`src/rtl/dqn_ctrl_pkg.sv`:
```
// -----------------------------------------------------------------------------
// dqn_ctrl_pkg
// Shared definitions for the DQN training sequencers.
//   state_e      : weight-update sequencer states
//   CTRL_COMMIT  : bank sel/ctrl value that commits a weight update
//   CTRL_IDLE    : bank sel/ctrl value that holds the bank
//   LAYER3/2/1   : one-hot delta-unit request codes (bit2 = L3 ... bit0 = L1)
// -----------------------------------------------------------------------------
package dqn_ctrl_pkg;

    typedef enum logic [3:0] {
        ST_IDLE   = 4'd0,
        ST_REQ3   = 4'd1,
        ST_WAIT3  = 4'd2,
        ST_REQ2   = 4'd3,
        ST_WAIT2  = 4'd4,
        ST_REQ1   = 4'd5,
        ST_WAIT1  = 4'd6,
        ST_COMMIT = 4'd7,
        ST_SYNC   = 4'd8,
        ST_DONE   = 4'd9
    } state_e;

    localparam logic [3:0] CTRL_COMMIT = 4'b1111;
    localparam logic [3:0] CTRL_IDLE   = 4'b0000;

    localparam logic [2:0] LAYER3 = 3'b100;
    localparam logic [2:0] LAYER2 = 3'b010;
    localparam logic [2:0] LAYER1 = 3'b001;
    localparam logic [2:0] LAYER_NONE = 3'b000;

endpackage

```
`src/rtl/dqn_wait_timer.sv`:
```
// -----------------------------------------------------------------------------
// dqn_wait_timer
// Clearable cycle counter used to bound how long a sequencer waits on a
// handshake. Counts cycles while en_i is high; expired_o is high during the
// TIMEOUT-th enabled cycle after a clear, so a caller that leaves on
// expired_o spends exactly TIMEOUT cycles waiting.
//   clk       : clock
//   rst_n     : asynchronous active-low reset
//   clear_i   : restart the count (has priority over en_i)
//   en_i      : count this cycle
//   expired_o : TIMEOUT enabled cycles have been reached
// -----------------------------------------------------------------------------
module dqn_wait_timer #(
    parameter int TIMEOUT = 255
) (
    input  logic clk,
    input  logic rst_n,
    input  logic clear_i,
    input  logic en_i,
    output logic expired_o
);

    localparam int CW = $clog2(TIMEOUT + 1);
    localparam logic [CW-1:0] LAST = CW'(TIMEOUT - 1);

    logic [CW-1:0] cnt_q;
    logic [CW-1:0] cnt_d;

    assign expired_o = en_i && (cnt_q == LAST);

    // Saturates at LAST so the block stays safe if a caller keeps it enabled.
    always_comb begin
        cnt_d = cnt_q;
        if (clear_i) begin
            cnt_d = '0;
        end else if (en_i && (cnt_q != LAST)) begin
            cnt_d = cnt_q + CW'(1);
        end
    end

    always_ff @(posedge clk or negedge rst_n) begin
        if (!rst_n) begin
            cnt_q <= '0;
        end else begin
            cnt_q <= cnt_d;
        end
    end

endmodule

```
`src/rtl/weight_update_seq.sv`:
```
// -----------------------------------------------------------------------------
// weight_update_seq
// Sequencer for the DQN backprop weight-update pass. Requests deltas from the
// layer 3, 2, 1 delta units in turn, then commits all three weight banks in a
// single cycle, counts commits and pulses target_sync every SYNC_PERIOD commits.
//   clk, rst_n           : clock, asynchronous active-low reset
//   start                : begin one pass (accepted only in IDLE)
//   abort                : cancel the pass before commit
//   delta_valid          : requested delta unit has valid, held outputs
//   delta_start[2:0]     : one-hot layer request (bit2 = L3)
//   sel1..3 / ctrl1..3   : bank controls, 4'b1111 only in COMMIT
//   busy                 : not IDLE
//   done                 : one-cycle pass-complete pulse
//   target_sync          : one-cycle target-network copy pulse
//   err                  : sticky wait-timeout flag, cleared by accepted start
//   update_count         : completed commits, wraps modulo 2^CNT_W
// -----------------------------------------------------------------------------
module weight_update_seq
    import dqn_ctrl_pkg::*;
#(
    parameter int SYNC_PERIOD = 16,
    parameter int TIMEOUT     = 255,
    parameter int CNT_W       = 16
) (
    input  logic             clk,
    input  logic             rst_n,
    input  logic             start,
    input  logic             abort,
    input  logic             delta_valid,
    output logic [2:0]       delta_start,
    output logic [3:0]       sel3,
    output logic [3:0]       ctrl3,
    output logic [3:0]       sel2,
    output logic [3:0]       ctrl2,
    output logic [3:0]       sel1,
    output logic [3:0]       ctrl1,
    output logic             busy,
    output logic             done,
    output logic             target_sync,
    output logic             err,
    output logic [CNT_W-1:0] update_count
);

    localparam int SW = (SYNC_PERIOD > 1) ? $clog2(SYNC_PERIOD) : 1;
    localparam logic [SW-1:0] SYNC_LAST = SW'(SYNC_PERIOD - 1);

    state_e            state_q, state_d;
    logic              err_q, err_d;
    logic [CNT_W-1:0]  cnt_q, cnt_d;
    logic [SW-1:0]     sync_q, sync_d;

    logic              in_wait;
    logic              expired;

    assign in_wait = (state_q == ST_WAIT3) || (state_q == ST_WAIT2) ||
                     (state_q == ST_WAIT1);

    // Every WAITx is entered from its REQx, so holding the timer clear outside
    // the wait states restarts it on each entry.
    dqn_wait_timer #(
        .TIMEOUT (TIMEOUT)
    ) u_timer (
        .clk       (clk),
        .rst_n     (rst_n),
        .clear_i   (!in_wait),
        .en_i      (in_wait),
        .expired_o (expired)
    );

    // Next state and counters. Priority inside a wait: abort, then
    // delta_valid, then timeout (a late delta_valid still wins the race).
    always_comb begin
        state_d = state_q;
        err_d   = err_q;
        cnt_d   = cnt_q;
        sync_d  = sync_q;

        unique case (state_q)
            ST_IDLE: begin
                if (start && !abort) begin
                    state_d = ST_REQ3;
                    err_d   = 1'b0;
                end
            end
            ST_REQ3: state_d = abort ? ST_IDLE : ST_WAIT3;
            ST_REQ2: state_d = abort ? ST_IDLE : ST_WAIT2;
            ST_REQ1: state_d = abort ? ST_IDLE : ST_WAIT1;
            ST_WAIT3, ST_WAIT2, ST_WAIT1: begin
                if (abort) begin
                    state_d = ST_IDLE;
                end else if (delta_valid) begin
                    case (state_q)
                        ST_WAIT3: state_d = ST_REQ2;
                        ST_WAIT2: state_d = ST_REQ1;
                        default:  state_d = ST_COMMIT;
                    endcase
                end else if (expired) begin
                    state_d = ST_IDLE;
                    err_d   = 1'b1;
                end
            end
            ST_COMMIT: begin
                cnt_d = cnt_q + CNT_W'(1);
                if (sync_q == SYNC_LAST) begin
                    sync_d  = '0;
                    state_d = ST_SYNC;
                end else begin
                    sync_d  = sync_q + SW'(1);
                    state_d = ST_DONE;
                end
            end
            ST_SYNC: state_d = ST_DONE;
            ST_DONE: state_d = ST_IDLE;
            default: state_d = ST_IDLE;
        endcase
    end

    always_ff @(posedge clk or negedge rst_n) begin
        if (!rst_n) begin
            state_q <= ST_IDLE;
            err_q   <= 1'b0;
            cnt_q   <= '0;
            sync_q  <= '0;
        end else begin
            state_q <= state_d;
            err_q   <= err_d;
            cnt_q   <= cnt_d;
            sync_q  <= sync_d;
        end
    end

    // Moore outputs decoded from the registered state only, so an asynchronous
    // reset drops the bank controls in the same instant.
    always_comb begin
        delta_start = LAYER_NONE;
        sel3        = CTRL_IDLE;
        ctrl3       = CTRL_IDLE;
        sel2        = CTRL_IDLE;
        ctrl2       = CTRL_IDLE;
        sel1        = CTRL_IDLE;
        ctrl1       = CTRL_IDLE;
        busy        = (state_q != ST_IDLE);
        done        = (state_q == ST_DONE);
        target_sync = (state_q == ST_SYNC);

        case (state_q)
            ST_REQ3: delta_start = LAYER3;
            ST_REQ2: delta_start = LAYER2;
            ST_REQ1: delta_start = LAYER1;
            ST_COMMIT: begin
                sel3  = CTRL_COMMIT;
                ctrl3 = CTRL_COMMIT;
                sel2  = CTRL_COMMIT;
                ctrl2 = CTRL_COMMIT;
                sel1  = CTRL_COMMIT;
                ctrl1 = CTRL_COMMIT;
            end
            default: ;
        endcase
    end

    assign err          = err_q;
    assign update_count = cnt_q;

endmodule

```
`config.mk`:
```
export PLATFORM = sky130hd
export DESIGN_NAME = weight_update_seq
export DESIGN_NICKNAME = d
export VERILOG_FILES = /design/src/rtl/dqn_ctrl_pkg.sv /design/src/rtl/dqn_wait_timer.sv /design/src/rtl/weight_update_seq.sv
export SDC_FILE = /design/constraint.sdc
export NUM_CORES = 1
export LEC_CHECK = 0
export CAP_MARGIN = 20
export CORE_MARGIN = 4
export CORE_UTILIZATION = 50
export CTS_BUF_LIST = sky130_fd_sc_hd__clkbuf_2 sky130_fd_sc_hd__clkbuf_4 sky130_fd_sc_hd__clkbuf_8
export CTS_CLUSTER_SIZE = 28
export DETAILED_ROUTE_END_ITERATION = 8
export HOLD_SLACK_MARGIN = 0.1
export PLACE_DENSITY = 0.83
export SYNTH_ARGS = -nofsm -noshare
export SYNTH_HDL_FRONTEND = slang
export SYNTH_SLANG_ARGS = --single-unit
```
`constraint.sdc`:
```
create_clock -name clk -period 4.4 [get_ports clk]
set_input_delay 0.88 -clock clk [delete_from_list [all_inputs] [get_ports clk]]
set_output_delay 0.88 -clock clk [all_outputs]
set_load 0.1 [all_outputs]
```
==> flow_metrics.tcl, run 1 <==
set metrics [dict create \
    hold_class "flip-flop to flip-flop" \
    yosysTopAreaCellShare 0.439 \
    nets 227 \
    grt_use_met1 0.206 \
    clockRootBuffer "clkbuf_8" \
    dp_hpwl_um 2590 \
    fin_cells 267 \
    hold_viol 0 \
    ys_warn_count 0 \
    postSynthCellCount 189 \
    drv_slew 0 \
    post_cts_buffers 0 \
    p_per_area_nw_per_um2 440 \
    postCtsHoldBufs 0 \
    worstSetupPathType "flip-flop to primary output" \
    crit_fanout 10 \
    gp_congestion 0.749 \
    dp_cells 259 \
    cts_resized 0 \
    wl_um 3540 \
    vdd_ir_drop_max_v 0.000327 \
    seq_area_um2 826 \
    grtUsageTotal 0.155 \
    yosysMostFrequentCell "dfrtp_1" \
    die_area_um2 4810 \
    postSynthNetCount 198 \
    fp.dieW_um 69.4 \
    synth-edff-count 0 \
    rsz0062_at_grt "false" \
    grt_use_met2 0.243 \
    crit_path_end_kind "primary output" \
    worst_pin_slew_ns 0.977 \
    status "complete, no violations" \
    drive_gt1_frac 0.192 \
    initial_core_util 0.514 \
    pwr-share-comb 0.390 \
    yosysUniqueCellTypes 40 \
    synth-seq-cells 33 \
    nFillCells 321 \
    cts_max_level 2 \
    first_pass_iters 6 \
    async_reset_ff_frac 1.00 \
    antenna_cells 0 \
    maxCapViolations 0 \
    p_leak_nw 1.03 \
    ctsLongestPathBuffers 2 \
    internal-power_uw 547 \
    boundaryPins 52 \
    tns_ns 0 \
    yosysSeqAreaShare 0.439 \
    portBuffers 51 \
    p_clk_frac 0.224 \
    yosys.area.top_type "dfrtp_1" \
    grt_busiest_layer "met2" \
    sw_frac_of_total 0.449 \
    critical_path_arrival_ns 2.51 \
    setup_viol 0 \
    synth_ff_type "dfrtp_1" \
    grt_pass1_vias 1358 \
    wire_per_inst_um 13.3 \
    rows 22 \
    drt_iter0_drc 75 \
    via_count 1393 \
    clock.fmax_mhz 295 \
    clock_sinks 33 \
    grt_overflow_total 0 \
    antenna_found_initial 0 \
    cts_made_buffers 5 \
    relSlewSlack 0.346 \
    use_met3 0.0435 \
    synth_area_um2 1880 \
    seq_power_share 0.386 \
    multi_input_area_um2 821 \
    fin_crit_sh 0.770 \
    syn_to_final_growth_pct 20.0 \
    critPathRequiredTime_ns 3.52 \
    clock_latency_ns 0.28 \
    drc_errors 0 \
    min_period_ns 3.39 \
    grt_pass1_wl_um 6150 \
    clock_skew_ns 0.00797 \
    cp-start-kind "flip-flop" \
    syn_area_per_cell_um2 9.96 \
    grt_max_degree 35 \
    switching_power_uw 446 \
    tritoncts "done" \
    holdWs_ns 0.502 \
    routed_via_density 5.22 \
    die_h_um 69.4 \
    synth_common_cells "dfrtp_1, buf_4, nand2_1" \
    utilization 0.617 \
    core_area_um2 3660 \
    postRouteAntennaNets 0 \
    cts.clk_slew.worst_paths_ns 0.07 \
    synthTopCellsByArea "dfrtp_1, buf_4, xnor2_1, nand2_1, xor2_1" \
]
-- metrics by stage --
stage,setup slack [ns],area [um^2],total power [mW]
2_1_floorplan,0.548,1880,0.719
3_3_place_gp,1.38,2170,0.772
3_5_place_dp,1.29,2170,0.775
4_1_cts,0.988,2260,1.00
5_1_grt,0.895,2260,1.04
6_report,1.01,2260,0.993
-- critical path, cell delays in order, from the launching register on --
cell	delay [ns]
dfrtp_1	0.52
or2b_1	0.31
nor3b_1	0.22
clkdlybuf4s50_1	1.16
-- layout make-up --
class	count	area share
sequential	33	0.366
inverter	2	0.00332
clock inverter	2	0.00443
clock buffer	6	0.0338
multi-input combinational	124	0.363
timing repair buffer	52	0.203
tap	48	0.0266
-- state kept, by name, summed over array words and instances (netlist names) --
signal         count
sync_q             4
u_timer.cnt_q      8
err                1
state_q            4
update_count      16
-- cell usage in the layout, fill, tap and decap left out, types with 2 or more instances in the layout --
master and n:
xor2_1 9, o21ai_0 6, dfrtp_1 33, buf_4 25
nor3_1 4, nand2b_1 2, xnor2_1 15, inv_1 2
clkinv_2 2, nand2_1 21, nor4_2 2, clkdlybuf4s50_1 27
a211oi_1 2, nand4_1 6, and4_1 4, ha_1 4
nor2_1 14, nand3_1 11, clkbuf_8 5, a21oi_1 3
-- cells by family after synthesis --
| kind of cell | synth area share |
|---|---|
| simple gates | 0.231 |
| flops | 0.439 |
| buf+inv | 0.125 |
| xor+xnor | 0.112 |
| compound gates | 0.0672 |
| fa+ha+maj | 0.0266 |
-- power by group through the flow --
stage                     Sequential (mW)  Clock, mW  Combinational [mW]
after global placement              0.385          0               0.387
final                               0.383      0.223               0.387
after floorplan                     0.435          0               0.284
after CTS                           0.383      0.230               0.390
after detailed placement            0.387          0               0.388
after global routing                0.391      0.243               0.410
-- layer usage --
layer  up-vias  share of wire
li1        679              -
met1       663           0.46
met2        49           0.47
met3         2          0.073
met4         0         0.0040
met5         -              0
-- final timing paths --
| kind | start | to | slack [ns] | depth (start not counted) |
|---|---|---|---|---|
| max | state_q[0]$_DFFE_PN0P_ | delta_start[0] | 1.01 | 3 |
| min reg2reg | update_count[15]$_DFFE_PN0P_ | update_count[15]$_DFFE_PN0P_ | 0.50 | 1 |
| min in group asynchronous | rst_n | err$_DFFE_PN0P_ | 1.00 | 2 |
| max in group asynchronous | rst_n | u_timer.cnt_q[5]$_DFFE_PN0P_ | 3.10 | 2 |
| min | update_count[15]$_DFFE_PN0P_ | update_count[15]$_DFFE_PN0P_ | 0.50 | 1 |
| max reg2reg | state_q[2]$_DFFE_PN0P_ | update_count[9]$_DFFE_PN0P_ | 2.14 | 5 |
(Power assumes the default switching activity.)
==> run 2, diff against run 1 <==
==> constraint.sdc (replaced) <==
create_clock -name clk -period 3.2 [get_ports clk]
set_input_delay 0.64 -clock clk [delete_from_list [all_inputs] [get_ports clk]]
set_output_delay 0.64 -clock clk [all_outputs]
set_load 0.1 [all_outputs]
==> run 2 against run 1 <==
Setup slack got worse by 0.29 ns. Critical path depth rose by 1. Cell count rose by 0.37%. Via count rose by 3.4%. Clock skew barely moved. Combinational power rose by 41%. Worst hold slack got worse by 0.0021 ns. Sequential cell count did not move. Sequential power rose by 40%. Design area rose by 13%. Utilization rose by 8.1 points. Register-to-register slack got worse by 0.99 ns. Critical endpoint is now ctrl1[1]. Largest power group unchanged.
==> flow_metrics.tcl, run 2 (same netlist as run 1, synthesis figures left out) <==
set metrics [dict create \
    grt_overflow_total 0 \
    post_dp_cell_area_um2 2450 \
    vdd_ir_drop_max_v 0.000432 \
    rsz0062_at_grt "false" \
    crit_path_end_kind "primary output" \
    reg2reg_slack_ns 1.15 \
    drt_iter0_drc 103 \
    grt_pass1_wl_um 7410 \
    syn_to_final_growth_pct 35.8 \
    drc_errors 0 \
    crit_top_cell "buf_12" \
    clock_sinks 33 \
    holdWs_ns 0.500 \
    rr_endpoint "update_count[9]$_DFFE_PN0P_" \
    rr_startpoint "state_q[2]$_DFFE_PN0P_" \
    sw_frac_of_total 0.446 \
    hold_viol 0 \
    ctsLongestPathBuffers 2 \
    seq_area_um2 826 \
    wl_um 4210 \
    cp-start-kind "flip-flop" \
    pwr-share-comb 0.381 \
    cts_max_level 2 \
    fin_crit_sh 0.775 \
    setup_viol 0 \
    clockRootBuffer "clkbuf_8" \
    final_common_cell "dfrtp_1" \
    rows 22 \
    p_leak_nw 1.17 \
    clock_latency_ns 0.29 \
    routed_via_density 5.37 \
    portBuffers 51 \
    nets 228 \
    dp_cells 260 \
    clock.fmax_mhz 403 \
    p_clk_frac 0.244 \
    fin_cells 268 \
    internal-power_uw 792 \
    first_pass_iters 4 \
    total_power_mw 1.43 \
    die_h_um 69.4 \
    critical_path_arrival_ns 1.84 \
    drv_slew 0 \
    min_period_ns 2.48 \
    clock_skew_ns 0.00769 \
    p_per_area_nw_per_um2 560 \
    worst_pin_slew_ns 0.436 \
    dp_slack_ns 1.06 \
    largest_reg_flops 16 \
    via_count 1440 \
    grtUsageTotal 0.193 \
    hold_class "flip-flop to flip-flop" \
    initial_core_util 0.514 \
    crit_fanout 34 \
    cts_resized 0 \
    boundaryPins 52 \
    fp.dieW_um 69.4 \
    worstSetupPathType "flip-flop to primary output" \
    mostFrequentLayoutCells "dfrtp_1, buf_12, buf_4" \
    relSlewSlack 0.706 \
    tritoncts "done" \
    worstSetupStartpoint "state_q[2]$_DFFE_PN0P_" \
    nFillCells 270 \
    wire_per_inst_um 15.7 \
    tns_ns 0 \
    antenna_cells 0 \
    seq_power_share 0.375 \
    gp_congestion 0.800 \
    slowest_delay_ns 0.60 \
    reg2reg_depth 6 \
    cts.clk_slew.worst_paths_ns 0.07 \
    cp-endpoint "ctrl1[1]" \
    status "complete, no violations" \
    dp_hpwl_um 2980 \
    post_cts_buffers 0 \
    postCtsHoldBufs 0 \
    core_area_um2 3660 \
    switching_power_uw 639 \
    crit_chain "nand4b_4 -> inv_1 -> buf_12 -> buf_12" \
    grt_max_degree 35 \
    stdcell_area_um2 2560 \
    die_area_um2 4810 \
    critPathRequiredTime_ns 2.56 \
    crit_slowest_cell "dfrtp_1" \
    grt_pass1_vias 1487 \
    setup_slack_ns 0.722 \
    utilization 0.698 \
    maxCapViolations 0 \
    antenna_found_initial 0 \
    cts_made_buffers 5 \
    multi_input_area_um2 841 \
    drive_gt1_frac 0.318 \
    postRouteAntennaNets 0 \
]
run 2: changes by cell type in the layout (fill, tap and decap cells not counted), moves of 2 or more:
| cell | previous run | this run |
|---|---|---|
| buf_12 | 0 | 25 |
| clkdlybuf4s50_1 | 27 | 4 |
| nor3_1 | 4 | 1 |
| nor3_2 | 1 | 4 |
| clkbuf_8 | 5 | 7 |
run 2: metal layers:
| layer | track usage | up-vias | routed length, um |
|---|---|---|---|
| met3 | 0.0420 | 7 | 220 |
| met2 | 0.326 | 35 | 2270 |
| met4 | 0.0868 | 0 | 55 |
| met1 | 0.235 | 715 | 1660 |
| li1 | - | 683 | - |
| met5 | 0 | - | 0 |
run 2: worst max-delay path: cells and delay by family (launching register included):
kind	cells	cell delay, ns
DFF	1	0.60
and+or+nand+nor	1	0.24
buffers and inverters	3	0.68
run 2: worst min path at each step:
stage / startpoint / to / slack [ns] / cells after the start
finish: update_count[9]$_DFFE_PN0P_ / update_count[9]$_DFFE_PN0P_ / 0.50 / 1
CTS: update_count[9]$_DFFE_PN0P_ / update_count[9]$_DFFE_PN0P_ / 0.51 / 1
detailed placement: update_count[9]$_DFFE_PN0P_ / update_count[9]$_DFFE_PN0P_ / 0.50 / 1
global route: update_count[9]$_DFFE_PN0P_ / update_count[9]$_DFFE_PN0P_ / 0.53 / 1
floorplan: rst_n / err$_DFFE_PN0P_ / 0.34 / 0
global placement: update_count[15]$_DFFE_PN0P_ / update_count[15]$_DFFE_PN0P_ / 0.46 / 1
run 2: final cells by class:
cell class	count	area share
Clock buffer	7	0.0377
Clock inverter	1	0.00196
Inverter	2	0.00294
Multi-Input combinational cell	124	0.329
Sequential cell	33	0.323
Tap cell	48	0.0235
Timing Repair Buffer	53	0.282
run 2: power by group through the flow:
stage,logic (mW),clock network (mW),registers (mW)
2_1_floorplan,0.398,0,0.599
3_3_place_gp,0.540,0,0.537
3_5_place_dp,0.548,0,0.544
4_1_cts,0.551,0.359,0.537
5_1_grt,0.580,0.377,0.547
6_report,0.545,0.349,0.537
